[config.mk]
export PLATFORM = sky130hd
export DESIGN_NAME = ej2_ctrl_seq_flat
export DESIGN_NICKNAME = d
export VERILOG_FILES = /design/src/rtl/ej2_pkg.sv /design/src/rtl/ej2_ctrl_seq_if.sv /design/src/rtl/ej2_prog_mem.sv /design/src/rtl/ej2_ctrl_seq.sv /design/src/flat_wrapper.sv
export SDC_FILE = /design/constraint.sdc
export NUM_CORES = 1
export LEC_CHECK = 0
export ABC_AREA = 1
export CAP_MARGIN = 20
export CORE_AREA = 5 5 74 76
export DETAILED_ROUTE_END_ITERATION = 12
export DIE_AREA = 0 0 79 81
export GPL_TIMING_DRIVEN = 0
export PLACE_DENSITY_LB_ADDON = 0.08
export SLEW_MARGIN = 25
export SYNTH_ARGS = -nofsm -noshare
export SYNTH_HDL_FRONTEND = slang
export SYNTH_SLANG_ARGS = --single-unit
[constraint.sdc]
create_clock -name clk -period 1.76 [get_ports clk]
set_input_delay 0.352 -clock clk [delete_from_list [all_inputs] [get_ports clk]]
set_output_delay 0.352 -clock clk [all_outputs]
set_load 0.02 [all_outputs]
[src/rtl/ej2_pkg.sv]
// Shared types and constants for the ej2 control-word sequencer.
// Optional macro SEQ_STEP_EN (used by the interface and top) adds a step-gated RUN.
package ej2_pkg;

    typedef enum logic [1:0] {IDLE, RUN, FIN} seq_state_t;

    localparam int CTRL_W_DEF = 4;
    localparam int DEPTH_DEF  = 8;

    // One-hot transfer enables for the T3..T0 datapath lines
    localparam logic [3:0] T0_EN = 4'b0001;
    localparam logic [3:0] T1_EN = 4'b0010;
    localparam logic [3:0] T2_EN = 4'b0100;
    localparam logic [3:0] T3_EN = 4'b1000;

endpackage

[src/rtl/ej2_ctrl_seq_if.sv]
// Program/run/control bundle between the sequencer (master) and its user (slave).
// Defining SEQ_STEP_EN adds the step input.
interface ej2_ctrl_seq_if #(
    parameter int CTRL_W = 4,
    parameter int ADDR_W = 3
);
    logic              prog_we;
    logic [ADDR_W-1:0] prog_addr;
    logic [CTRL_W-1:0] prog_data;
    logic [ADDR_W:0]   seq_len;
    logic              start;
`ifdef SEQ_STEP_EN
    logic              step;
`endif
    logic [CTRL_W-1:0] control;
    logic              busy;
    logic              done;
    logic [ADDR_W-1:0] seq_idx;
    logic              wr_err;

`ifdef SEQ_STEP_EN
    modport master (input prog_we, prog_addr, prog_data, seq_len, start, step,
                    output control, busy, done, seq_idx, wr_err);
    modport slave  (output prog_we, prog_addr, prog_data, seq_len, start, step,
                    input control, busy, done, seq_idx, wr_err);
`else
    modport master (input prog_we, prog_addr, prog_data, seq_len, start,
                    output control, busy, done, seq_idx, wr_err);
    modport slave  (output prog_we, prog_addr, prog_data, seq_len, start,
                    input control, busy, done, seq_idx, wr_err);
`endif

endinterface

[src/rtl/ej2_prog_mem.sv]
// DEPTH x CTRL_W program register file: synchronous write and clear, asynchronous read.
module ej2_prog_mem #(
    parameter int CTRL_W = 4,
    parameter int DEPTH  = 8,
    parameter int ADDR_W = 3
) (
    input  logic              clk,
    input  logic              clr,
    input  logic              we,
    input  logic [ADDR_W-1:0] waddr,
    input  logic [CTRL_W-1:0] wdata,
    input  logic [ADDR_W-1:0] raddr,
    output logic [CTRL_W-1:0] rdata
);

    logic [CTRL_W-1:0] mem_q [DEPTH];
    logic [CTRL_W-1:0] mem_d [DEPTH];

    // Clear wins over write; out-of-range addresses are dropped silently
    always_comb begin
        mem_d = mem_q;
        if (clr) begin
            for (int i = 0; i < DEPTH; i++) mem_d[i] = '0;
        end else if (we && (int'(waddr) < DEPTH)) begin
            mem_d[waddr] = wdata;
        end
    end

    always_ff @(posedge clk) begin
        mem_q <= mem_d;
    end

    assign rdata = (int'(raddr) < DEPTH) ? mem_q[raddr] : '0;

endmodule

[src/rtl/ej2_ctrl_seq.sv]
// Replays a loaded program of control words onto T3..T0, one per clock, then pulses done.
// Defining SEQ_STEP_EN makes RUN advance only on cycles with step=1.
module ej2_ctrl_seq
    import ej2_pkg::*;
#(
    parameter int CTRL_W = CTRL_W_DEF,
    parameter int DEPTH  = DEPTH_DEF,
    parameter int ADDR_W = 3
) (
    input  logic          clk,
    input  logic          rst_n,
    ej2_ctrl_seq_if.master bus
);

    localparam logic [ADDR_W:0] DEPTH_L = (ADDR_W + 1)'(DEPTH);
    localparam logic [ADDR_W:0] ONE_L   = (ADDR_W + 1)'(1);

    seq_state_t        state_q, state_d;
    logic [ADDR_W-1:0] idx_q, idx_d;
    logic [ADDR_W:0]   len_q, len_d;
    logic              wr_err_q, wr_err_d;
    logic              mem_we;
    logic              advance;
    logic [CTRL_W-1:0] mem_rdata;

`ifdef SEQ_STEP_EN
    assign advance = bus.step;
`else
    assign advance = 1'b1;
`endif

    assign mem_we = bus.prog_we && (state_q != RUN);

    ej2_prog_mem #(
        .CTRL_W (CTRL_W),
        .DEPTH  (DEPTH),
        .ADDR_W (ADDR_W)
    ) u_prog_mem (
        .clk   (clk),
        .clr   (!rst_n),
        .we    (mem_we),
        .waddr (bus.prog_addr),
        .wdata (bus.prog_data),
        .raddr (idx_q),
        .rdata (mem_rdata)
    );

    always_comb begin
        state_d  = state_q;
        idx_d    = idx_q;
        len_d    = len_q;
        wr_err_d = bus.prog_we && (state_q == RUN);
        case (state_q)
            IDLE: begin
                if (bus.start) begin
                    len_d   = (bus.seq_len > DEPTH_L) ? DEPTH_L : bus.seq_len;
                    idx_d   = '0;
                    state_d = (len_d == '0) ? FIN : RUN;
                end
            end
            RUN: begin
                if (advance) begin
                    if ({1'b0, idx_q} == (len_q - ONE_L)) state_d = FIN;
                    else                                  idx_d   = idx_q + 1'b1;
                end
            end
            FIN: begin
                state_d = IDLE;
                idx_d   = '0;
            end
            default: state_d = IDLE;
        endcase
    end

    always_ff @(posedge clk) begin
        if (!rst_n) begin
            state_q  <= IDLE;
            idx_q    <= '0;
            len_q    <= '0;
            wr_err_q <= 1'b0;
        end else begin
            state_q  <= state_d;
            idx_q    <= idx_d;
            len_q    <= len_d;
            wr_err_q <= wr_err_d;
        end
    end

    // Outputs decode only registered state, so no input reaches them combinationally
    assign bus.control = (state_q == RUN) ? mem_rdata : '0;
    assign bus.busy    = (state_q == RUN);
    assign bus.done    = (state_q == FIN);
    assign bus.seq_idx = idx_q;
    assign bus.wr_err  = wr_err_q;

endmodule

[src/flat_wrapper.sv]
// flat-port wrapper written by rule: the top's interface ports become plain ports
module ej2_ctrl_seq_flat import ej2_pkg::*;
#(
    parameter int CTRL_W = CTRL_W_DEF,
    parameter int DEPTH  = DEPTH_DEF,
    parameter int ADDR_W = 3
)
  (clk, rst_n, bus_prog_we, bus_prog_addr, bus_prog_data, bus_seq_len, bus_start, bus_control, bus_busy, bus_done, bus_seq_idx, bus_wr_err);
  ej2_ctrl_seq_if #(.CTRL_W(CTRL_W), .ADDR_W(ADDR_W)) bus_i ();
  input  logic clk;
  input  logic rst_n;
  input wire logic [$bits(bus_i.prog_we)-1:0] bus_prog_we;
  input wire logic [$bits(bus_i.prog_addr)-1:0] bus_prog_addr;
  input wire logic [$bits(bus_i.prog_data)-1:0] bus_prog_data;
  input wire logic [$bits(bus_i.seq_len)-1:0] bus_seq_len;
  input wire logic [$bits(bus_i.start)-1:0] bus_start;
  output wire logic [$bits(bus_i.control)-1:0] bus_control;
  output wire logic [$bits(bus_i.busy)-1:0] bus_busy;
  output wire logic [$bits(bus_i.done)-1:0] bus_done;
  output wire logic [$bits(bus_i.seq_idx)-1:0] bus_seq_idx;
  output wire logic [$bits(bus_i.wr_err)-1:0] bus_wr_err;
  assign bus_i.prog_we = bus_prog_we;
  assign bus_i.prog_addr = bus_prog_addr;
  assign bus_i.prog_data = bus_prog_data;
  assign bus_i.seq_len = bus_seq_len;
  assign bus_i.start = bus_start;
  assign bus_control = bus_i.control;
  assign bus_busy = bus_i.busy;
  assign bus_done = bus_i.done;
  assign bus_seq_idx = bus_i.seq_idx;
  assign bus_wr_err = bus_i.wr_err;
  ej2_ctrl_seq #(.CTRL_W(CTRL_W), .DEPTH(DEPTH), .ADDR_W(ADDR_W)) u_core (.clk(clk), .rst_n(rst_n), .bus(bus_i));
endmodule
==> flow_summary.json <==
{
  "grtUsageTotal_pct": 17.56,
  "routabilityCongestion": 0.8251,
  "root_buffer": "clkbuf_8",
  "initial_core_util_pct": 44.00,
  "htreeDepth": 2,
  "fill_cells": 470,
  "fin_nets": 360,
  "fin_crit_sh_pct": 109.2,
  "yosys.area.top_type_share_pct": 41.00,
  "drv_cap": 0,
  "syn_area_sq_um": 2051,
  "io_pins": 25,
  "setup_viol": 4,
  "maxSlewHeadroom_pct": 66.30,
  "antenna_found_initial": 0,
  "n_antenna_cell": 0,
  "swShare_pct": 27.73,
  "worst_pin_slew_ns": 0.5056,
  "drt-wirelength-per-cell_um": 13.47,
  "crit_fanout": 10,
  "leakage_nw": 1.104,
  "p_switching_uw": 635.9,
  "cts_sinks": 42,
  "synthTopCellsByCount": "nor2_1 (106), o21ai_0 (43), dfxtp_1 (42)",
  "pwr-share-clk_pct": 33.9,
  "netlist_top_cells_area": "dfxtp_1 (41%), nor2_1 (19%), o21ai_0 (10%), o21ai_1 (3.7%), nand2_1 (3.5%)",
  "intPower_mw": 1.657,
  "clock_latency_ns": 0.29,
  "synth_edf_count": 0,
  "peakVddDrop_mv": 0.3908,
  "synth_seq_area_share_pct": 41.00,
  "drive_gt1_share_pct": 19.83,
  "power_frac_seq_pct": 44.7,
  "p_per_area_nw_per_um2": 859.3,
  "clk_pin_slew_ns": 0.08,
  "fp.dieW_um": 79,
  "drt_iter0_markers": 95,
  "syn_area_per_cell_sq_um": 6.768,
  "violations": "negative setup slack",
  "grt_overflow": 0,
  "drc_errors": 0,
  "syn_to_final_growth_pct": 30.14,
  "yosysMostFrequentCell": "nor2_1",
  "power.total_mw": 2.293,
  "yosysUniqueCellTypes": 24,
  "crit_required_ns": 1.41,
  "vias": 2011,
  "coreArea_sq_um": 4661,
  "yosysTopAreaCell": "dfxtp_1",
  "place_hpwl_mm": 3.744,
  "status": "finished, violations left",
  "slew_viol_final": 0,
  "hold_viol": 0,
  "synth_top_flop_cell": "dfxtp_1",
  "fp.dieArea_sq_um": 6399,
  "syn-num-nets": 320,
  "drtAntennaViolNets": 0,
  "stdcell_area_sq_um": 2669,
  "startpoint_type": "flip-flop",
  "layout_setup_ws_ns": -0.1624,
  "hp-class": "flip-flop to flip-flop",
  "cts_buffers": 5,
  "grt_max_degree": 13,
  "critPathCaptureType": "output pin",
  "ys_seq_elements": 42,
  "rows": 25,
  "vias_per_cell": 5.065,
  "cts_tree": "done",
  "max_clock_freq_mhz": 520.2,
  "finalCriticalPeriod_ns": 1.922,
  "first_global_vias": 1901,
  "place_ws_ns": -0.5135,
  "ys_warn_count": 0,
  "port_buffers": 23,
  "wirelength_mm": 5.347,
  "placed_cell_area_sq_um": 2374,
  "syn_inst": 303,
  "async_reset_ff_share_pct": 0,
  "cp.arrival_ns": 1.57,
  "skew_ns": 0.005672,
  "cts_buffer_depth": 2,
  "die_h_um": 81,
  "combinationalPowerShare_pct": 21.4,
  "rsz0062_at_grt": "true",
  "grt_pass1_wl_mm": 8.700,
  "dr.pass1.iters": 4,
  "worstSetupPathType": "flip-flop to output pin"
}
## power by group through the flow
| stage | logic [mW] | registers [mW] | clock network [mW] |
|---|---|---|---|
| finish | 0.491 | 1.02 | 0.778 |
| detailed placement | 0.422 | 1.04 | 0 |
| floorplan | 0.274 | 1.04 | 0 |
| global placement | 0.420 | 1.04 | 0 |
| CTS | 0.474 | 1.02 | 0.793 |
| global route | 0.540 | 1.03 | 0.837 |
## layout by cell type, fill, tap and decap left out, drive strengths merged, types with 2 or more instances in the layout
master and count:
clkbuf 12, nand3 7, o21ai 58, ha 2, clkinv 5, nor2 111, buf 17, clkdlybuf4s50 15
a31oi 4, inv 19, nand4 2, dlymetal6s2s 2, a21oi 10, nand2 31, dfxtp 42
## state kept, by name (all words and copies together), names as in the netlist
signal and count:
u_core.u_prog_mem.mem_q 32, u_core.len_q 4, u_core.bus.seq_idx 3, u_core.state_q 2
u_core.bus.wr_err 1
## critical path, stage by stage (launching register included)
cell	delay [ns]
dfxtp_4	0.37
buf_8	0.14
clkinv_8	0.08
bufbuf_16	0.27
o21ai_2	0.16
a31oi_2	0.10
buf_4	0.17
## per-stage QoR
stage	cells	TNS, ns	hold slack (ns)	utilization [%]
after floorplan	303	0	0.4483	-
after global placement	380	-2.039	0.4555	50.93
after detailed placement	380	-1.975	0.4655	50.93
after CTS	393	-0.5642	0.4735	55.84
after global routing	397	-0.8500	0.5013	57.26
final	397	-0.5404	0.4838	57.26
## cells by family (layout without fill, tap and decap cells)
family	count (synthesis)	after routing	synth area share, %
and+or+nand+nor	151	151	31.60
buffers and inverters	34	74	7.382
AOI/OAI and AO/OA	73	73	18.36
xor gates and xnor gates	1	1	0.4272
adders and majority gates	2	2	1.220
DFF	42	42	41.00
## area by class of cell
cell class,instances,area (sq um),share of cell area [%]
plain buffers,9,86.33,3.235
multi-input cells,227,1107,41.49
flip-flops and latches,42,847.1,31.74
well taps,54,67.56,2.532
clock inverters,1,30.03,1.125
repair buffers,33,337.8,12.66
inverters,25,110.1,4.126
clock buffers,6,82.58,3.094
## per-layer routing
layer / vias to the layer above / wire length [um] / GRT usage [%] / part of all wire (%)
met4: 0 / 61 / 5.842 / 1.1
met2: 45 / 2546 / 31.14 / 48
met5: - / 0 / 0 / 0
li1: 1058 / - / - / -
met3: 6 / 246 / 3.769 / 4.6
met1: 902 / 2493 / 21.10 / 47
## final timing paths
kind	start	endpoint	slack, ns	depth (start not counted)
max	u_core.bus.seq_idx[0]	bus_control[3]	-0.16	6
min	u_core.u_prog_mem.mem_q[5]	u_core.u_prog_mem.mem_q[5]	0.48	2
max reg2reg	u_core.len_q[0]	u_core.bus.seq_idx[2]	0.15	12
min reg2reg	u_core.u_prog_mem.mem_q[5]	u_core.u_prog_mem.mem_q[5]	0.48	2
## timing repair
action,CTS,global route
hold buffers,0,0
buffers inserted,4,3
cloned,2,1
endpoints found under the setup margin,6,5
gates resized for setup,55,11
pin swaps,5,3
No activity file was read; power rests on OpenSTA's default activity.
